--- src/rtl/anfsqrt_sqrecon.sv ---
// anfsqrt_sqrecon: rebuilds radicand = root^2 + rem one root bit per clock, MSB first,
// and flags non-canonical remainders (rem > 2*root).
module anfsqrt_sqrecon #(
    parameter int ROOT_W = 16
) (
    input  logic                  clk,
    input  logic                  rst_n,
    input  logic                  in_valid,
    output logic                  in_ready,
    input  logic [ROOT_W-1:0]     in_root,
    input  logic [ROOT_W:0]       in_rem,
    output logic                  out_valid,
    input  logic                  out_ready,
    output logic [2*ROOT_W-1:0]   out_radicand,
    output logic                  out_rem_err,
    output logic                  busy
);
    localparam int RW = 2 * ROOT_W;
    localparam int KW = $clog2(ROOT_W);

    typedef enum logic [1:0] {IDLE, RUN, DONE} state_t;

    state_t              state;
    logic [RW-1:0]       acc;
    logic [RW-1:0]       acc_step;
    logic [ROOT_W-1:0]   root_q;
    logic [ROOT_W-1:0]   partial;
    logic [KW-1:0]       k;
    logic [KW:0]         sh;
    logic                err_q;

    // acc + 2*partial*att + att^2 with att = 1 << k
    always_comb begin
        sh       = {1'b0, k} + (KW+1)'(1);
        acc_step = acc + ({{ROOT_W{1'b0}}, partial} << sh) + (RW'(1) << {k, 1'b0});
    end

    always_ff @(posedge clk or negedge rst_n) begin
        if (!rst_n) begin
            state        <= IDLE;
            acc          <= '0;
            partial      <= '0;
            root_q       <= '0;
            k            <= '0;
            err_q        <= 1'b0;
            in_ready     <= 1'b1;
            out_valid    <= 1'b0;
            busy         <= 1'b0;
            out_radicand <= '0;
            out_rem_err  <= 1'b0;
        end else begin
            case (state)
                IDLE: if (in_valid) begin
                    root_q   <= in_root;
                    acc      <= {{(ROOT_W-1){1'b0}}, in_rem};
                    partial  <= '0;
                    k        <= KW'(ROOT_W - 1);
                    err_q    <= in_rem > {in_root, 1'b0};
                    state    <= RUN;
                    in_ready <= 1'b0;
                    busy     <= 1'b1;
                end
                RUN: begin
                    if (root_q[k]) begin
                        acc     <= acc_step;
                        partial <= partial | (ROOT_W'(1) << k);
                    end
                    if (k == '0) begin
                        state        <= DONE;
                        out_valid    <= 1'b1;
                        out_radicand <= root_q[k] ? acc_step : acc;
                        out_rem_err  <= err_q;
                    end else begin
                        k <= k - KW'(1);
                    end
                end
                DONE: if (out_ready) begin
                    state     <= IDLE;
                    out_valid <= 1'b0;
                    in_ready  <= 1'b1;
                    busy      <= 1'b0;
                end
                default: state <= IDLE;
            endcase
        end
    end
endmodule
--- config.mk ---
export PLATFORM = sky130hd
export DESIGN_NAME = anfsqrt_sqrecon
export DESIGN_NICKNAME = d
export VERILOG_FILES = /design/src/rtl/anfsqrt_sqrecon.sv
export SDC_FILE = /design/constraint.sdc
export NUM_CORES = 1
export LEC_CHECK = 0
export CORE_AREA = 4 4 124 126
export CTS_CLUSTER_DIAMETER = 100
export DETAILED_ROUTE_END_ITERATION = 10
export DIE_AREA = 0 0 128 130
export PLACE_DENSITY = 0.81
export SLEW_MARGIN = 20
export SYNTH_ARGS = -nofsm -noshare
export SYNTH_HDL_FRONTEND = slang
export SYNTH_SLANG_ARGS = --single-unit
export TNS_END_PERCENT = 5
--- constraint.sdc ---
create_clock -name clk -period 7.9 [get_ports clk]
set_input_delay 1.185 -clock clk [delete_from_list [all_inputs] [get_ports clk]]
set_output_delay 1.185 -clock clk [all_outputs]
set_load 0.005 [all_outputs]
==> results.json <==
{
  "outcome": "completed",
  "clk_path_buf_depth": 2,
  "root_buffer": "clkbuf_16",
  "synth-warning-count": 0,
  "min_period_over_period": 0.7820,
  "setup_viol": 0,
  "drc_errors": 0,
  "critPathKind": "flip-flop to flip-flop",
  "crit_buf_inv": 2,
  "slowest_stage": "ha_1",
  "hold_buffers": 0,
  "ctsResizeCount": 0,
  "critPathLaunchType": "flip-flop",
  "cp_max_fo": 28,
  "grt_pass1_vias": 6936,
  "fillers": 1229,
  "final_cell_mix": "122 x nand2_1, 106 x dfrtp_1, 88 x o21ai_0",
  "n_antenna_cell": 0,
  "cts_buffers": 9,
  "grt_pass1_wl_um": 38260,
  "yosysSeqAreaShare": 0.3213,
  "postSynthCellCount": 983,
  "final-max-slew-violation-count": 0,
  "ys_types": 68,
  "worstPathArrival_ns": 6.48,
  "fin_ws_ns": 1.723,
  "layout.nets": 1143,
  "vias": 7392,
  "max_freq_mhz": 161.9,
  "cts_sinks": 107,
  "layout_commonest_cell": "nand2_1",
  "synthesis.area_um2": 8338,
  "core_area_um2": 14310,
  "syn_avg_cell_area_um2": 8.482,
  "gp_congestion": 1.005,
  "synth_area_leaders": "dfrtp_1 32%, ha_1 10%, nand2_1 5.5%",
  "ys_ff_latch": 107,
  "post_drt_wl_per_cell_um": 19.70,
  "grt.overflow.total": 0,
  "critPathCaptureType": "flip-flop",
  "cpPeakStageDelay_ns": 1.03,
  "cap_violations": 0,
  "initial_utilization": 0.5825,
  "crit_required_ns": 8.21,
  "cts_tree": "done",
  "hp-class": "flip-flop to flip-flop",
  "crit_family": "adder cells",
  "synth-edff-count": 0,
  "die-area_um2": 16640,
  "ant_nets": 0,
  "drive_above_1_share": 0.06238,
  "hold_viol": 0,
  "routed_wl_um": 23830,
  "rsz0062_at_grt": "no",
  "ios": 73,
  "dpl_worst_slack_ns": 1.879,
  "max_slew_margin": 0.1973,
  "grt_usage": 0.2936,
  "syn2layout_area_growth_pct": 13.28,
  "synthFlopType": "dfrtp_1",
  "placementRows": 44,
  "syn_nets": 1105,
  "synth_largest_area_cell": "dfrtp_1",
  "die_h_um": 130,
  "fp.dieW_um": 128,
  "drt-initial-drc-count": 865,
  "tightestPinTransition_ns": 1.203,
  "clk_latency_ns": 0.37,
  "crit_chain": "inv_1, ha_1, mux2i_1, nand2_1, o21ai_0, nand2_1, o21ai_0, nor2_1, a21oi_1, or2_2, fa_1, inv_1, ha_1, a21oi_1, nor3_1, o41ai_1, o41ai_2, a21bo_2, a21oi_1, mux2_1, nand2_1",
  "clk_pin_slew_ns": 0.08,
  "synth-async-reset-ratio": 1.000,
  "antenna_found_initial": 0,
  "drt-pass1-iter-count": 5,
  "via_per_inst": 6.109,
  "hpwl_um": 18110,
  "port-buffer-count": 72,
  "min_period_ns": 6.177,
  "netlist.area_leader.share": 0.3181,
  "post_cts_buffers": 0,
  "cts-htree-levels": 3,
  "grt_max_degree": 76,
  "fin_setup_tns_ns": 0,
  "final.setup_skew_ns": 0.01194
}
==> cells by family (layout without fill, tap and decap cells) <==
family,count (synthesis),count (layout),share of synthesized area
compound gates,290,290,0.2170
mux,46,46,0.06873
simple gates,296,296,0.1582
xor+xnor,28,28,0.02941
buf+inv,131,174,0.06257
fa+ha+maj,85,85,0.1429
flops,107,107,0.3213
==> worst register-to-register path, cell delays in order (launching register included) <==
cell and delay, ns:
dfrtp_1 0.59, inv_1 0.18, ha_1 1.03, mux2i_1 0.29, nand2_1 0.12, o21ai_0 0.12, nand2_1 0.10, o21ai_0 0.20
nor2_1 0.18, a21oi_1 0.07, or2_2 0.31, fa_1 0.51, inv_1 0.04, ha_1 0.37, a21oi_1 0.27, nor3_1 0.10
o41ai_1 0.49, o41ai_2 0.24, a21bo_2 0.25, a21oi_1 0.23, mux2_1 0.36, nand2_1 0.06
==> registers in the layout (all words and copies together) (netlist names) <==
signal        cells
out_rem_err       1
k                 4
out_valid         1
root_q           16
out_radicand     32
state             2
acc              32
in_ready          1
partial          16
err_q             1
busy              1
==> Yosys cell counts (7+ instances only) <==
cell type,number
mux2_2,9
ha_1,68
clkbuf_1,37
inv_1,74
nor3_1,11
a31oi_1,20
a21o_1,18
a22o_1,12
and3_1,8
nand3_1,20
mux2i_1,28
o21ai_0,88
a22oi_1,14
buf_2,11
nand2_1,123
mux4_2,8
a211oi_1,8
fa_1,17
nor2_1,89
nor2b_1,9
dfrtp_1,106
a21oi_1,77
xnor2_1,18
nand2b_1,7
xor2_1,10
==> through the flow <==
stage | utilization | cells | hold WS, ns | cell area (um^2)
floorplan | - | 983 | 0.4386 | 8338
global placement | 0.6386 | 1194 | 0.4591 | 9141
detailed placement | 0.6386 | 1194 | 0.4701 | 9141
CTS | 0.6599 | 1210 | 0.4878 | 9445
global route | 0.6599 | 1210 | 0.5036 | 9445
finish | 0.6599 | 1210 | 0.4820 | 9445
==> path summary, 6_finish.rpt <==
kind | from | end | slack [ns] | cells after the start
max in group asynchronous | rst_n | acc[30] | 5.85 | 2
min in group asynchronous | rst_n | root_q[0] | 0.74 | 1
setup reg to reg | k[1] | out_radicand[27] | 1.72 | 21
hold / removal | out_rem_err | out_rem_err | 0.48 | 2
setup / recovery | k[1] | out_radicand[27] | 1.72 | 21
hold reg to reg | out_rem_err | out_rem_err | 0.48 | 2
==> cell type report <==
type,count,area (um^2),share of cell area
well taps,184,230.2,0.02437
inverters,76,286.5,0.03034
clock buffers,10,239.0,0.02530
flip-flops and latches,107,2679,0.2836
clock inverters,6,65.06,0.006888
multi-input cells,745,5152,0.5455
repair buffers,82,793.3,0.08398
==> routing by layer <==
| layer | wire (um) | track usage |
|---|---|---|
| met5 | 0 | 0 |
| met4 | 444 | 0.07865 |
| met3 | 2101 | 0.07204 |
| met2 | 10320 | 0.4217 |
| met1 | 10960 | 0.4439 |
Power is not shown: default switching activity piles up to over one toggle a cycle in this logic, so the estimate is an artifact.
==> RTL change, RTL diff (same flow settings) <==
Change the parameter `ROOT_W` from 16 to 8.
--- a/src/rtl/anfsqrt_sqrecon.sv
+++ b/src/rtl/anfsqrt_sqrecon.sv
@@ -1,7 +1,7 @@
 // anfsqrt_sqrecon: rebuilds radicand = root^2 + rem one root bit per clock, MSB first,
 // and flags non-canonical remainders (rem > 2*root).
 module anfsqrt_sqrecon #(
-    parameter int ROOT_W = 16
+    parameter int ROOT_W = 8
 ) (
     input  logic                  clk,
     input  logic                  rst_n,
Ports: changed (resized in_rem, in_root and out_radicand); port bits go from 73 to 41. No check against the original RTL was run, so the function may have changed too.
==> RTL change against the unedited design <==
  * Setup slack gained 1.1 ns
  * Synthesized cell count decreased by 51%
  * Area after synthesis down 48%
  * Clock skew decreased by 0.0015 ns
  * Design area down 45%
  * Wire length decreased by 54%
  * Sequential cell count fell by 49
  * Largest cell class unchanged
Power is left out: the tool's default activity adds up to more than one toggle a clock period on the data nets, which glitch-free logic cannot reach.
==> RTL change: results <==
{
  "wl_met1_um": 4980,
  "crit_arrival_ns": 5.33,
  "ctsResizeCount": 0,
  "slowest_stage": "ha_1",
  "crit_family": "adder cells",
  "use_met3_pct": 3.64,
  "cts_buffers": 9,
  "grt_pass1_wl_um": 18100,
  "fill_cells": 1463,
  "status": "complete, no violations",
  "htreeDepth": 3,
  "drt-vias-per-instance": 5.18,
  "clk_pin_slew_ns": 0.06,
  "post_cts_buffers": 0,
  "grt_usage_pct": 13.6,
  "critical_path_peak_fanout": 19,
  "syn_inst": 481,
  "vias": 3641,
  "placed_cell_area_um2": 4870,
  "met1_usage_pct": 18.3,
  "wl_um": 10900,
  "drt_first_iter_violations": 328,
  "dr_wl_met2_um": 5060,
  "async_flop_share_pct": 100,
  "holdCritPathClass": "flop to flop",
  "dpl.hpwl_um": 8120,
  "synth.top_cells.by_area": "dfrtp_1, ha_1, a21oi_1, fa_1, nand2_1",
  "port_buffers": 40,
  "ys_types": 53,
  "clk_latency_ns": 0.34,
  "root_buffer": "clkbuf_16",
  "place_ws_ns": 2.89,
  "grt_max_degree": 59,
  "top_layer": "met4",
  "finClkSkew_ns": 0.0104,
  "dp_cells": 687,
  "gp_congestion": 0.929,
  "crit_path_max_incr_delay_ns": 0.79,
  "reg_top3": "acc x16, out_radicand x16",
  "met3_length_um": 626,
  "nNetsFinal": 580,
  "drt_first_pass_iters": 5,
  "synthTopCellsByCount": "dfrtp_1, nand2_1, inv_1, nor2_1, a21oi_1",
  "syn-num-nets": 547,
  "tightest_slew_ns": 1.11,
  "cts_buffer_depth": 2,
  "yosysSeqAreaShare_pct": 33.5,
  "drive_above_1_share_pct": 8.29,
  "antenna_found_initial": 0,
  "antenna_cells": 0,
  "grt_use_met2_pct": 21.3,
  "yosysWarnings": 0
}
-- RTL change: cell count changes after synthesis, moves of 8 or more --
cell / before / now
xnor2_1: 18 / 8
inv_1: 74 / 41
nand2_1: 123 / 44
fa_1: 17 / 9
a31oi_1: 20 / 10
buf_2: 11 / 1
nor2_1: 89 / 41
o21ai_0: 88 / 31
ha_1: 68 / 36
clkbuf_1: 37 / 12
a21oi_1: 77 / 40
mux2i_1: 28 / 12
dfrtp_1: 106 / 57
-- RTL change: cell type report --
class	count	area [µm²]	share of cell area (%)
timing repair buffer	44	425	8.19
sequential	58	1450	28.0
clock buffer	9	225	4.34
inverter	42	158	3.04
multi-input combinational	359	2600	50.1
clock inverter	7	101	1.95
tap	184	230	4.43
-- RTL change: worst paths after layout --
path,start,endpoint,slack [ns],depth (start not counted)
max in group asynchronous,rst_n,root_q[0]$_DFFE_PN0P_,6.41,2
hold / removal,out_radicand[9]$_DFFE_PN0P_,out_radicand[9]$_DFFE_PN0P_,0.47,2
setup reg to reg,k[0]$_DFFE_PN0P_,acc[14]$_DFFE_PN0P_,2.79,14
setup / recovery,k[0]$_DFFE_PN0P_,acc[14]$_DFFE_PN0P_,2.79,14
hold reg to reg,out_radicand[9]$_DFFE_PN0P_,out_radicand[9]$_DFFE_PN0P_,0.47,2
min in group asynchronous,rst_n,partial[3]$_DFFE_PN0P_,1.00,2
-- RTL change: kinds of logic after synthesis --
kind of cell / count (synthesis) / share of synthesized area, %
xor+xnor: 11 / 2.22
mux: 29 / 8.66
buf+inv: 64 / 6.52
fa+ha+maj: 45 / 14.5
flops: 58 / 33.5
simple gates: 134 / 14.0
compound gates: 140 / 20.6
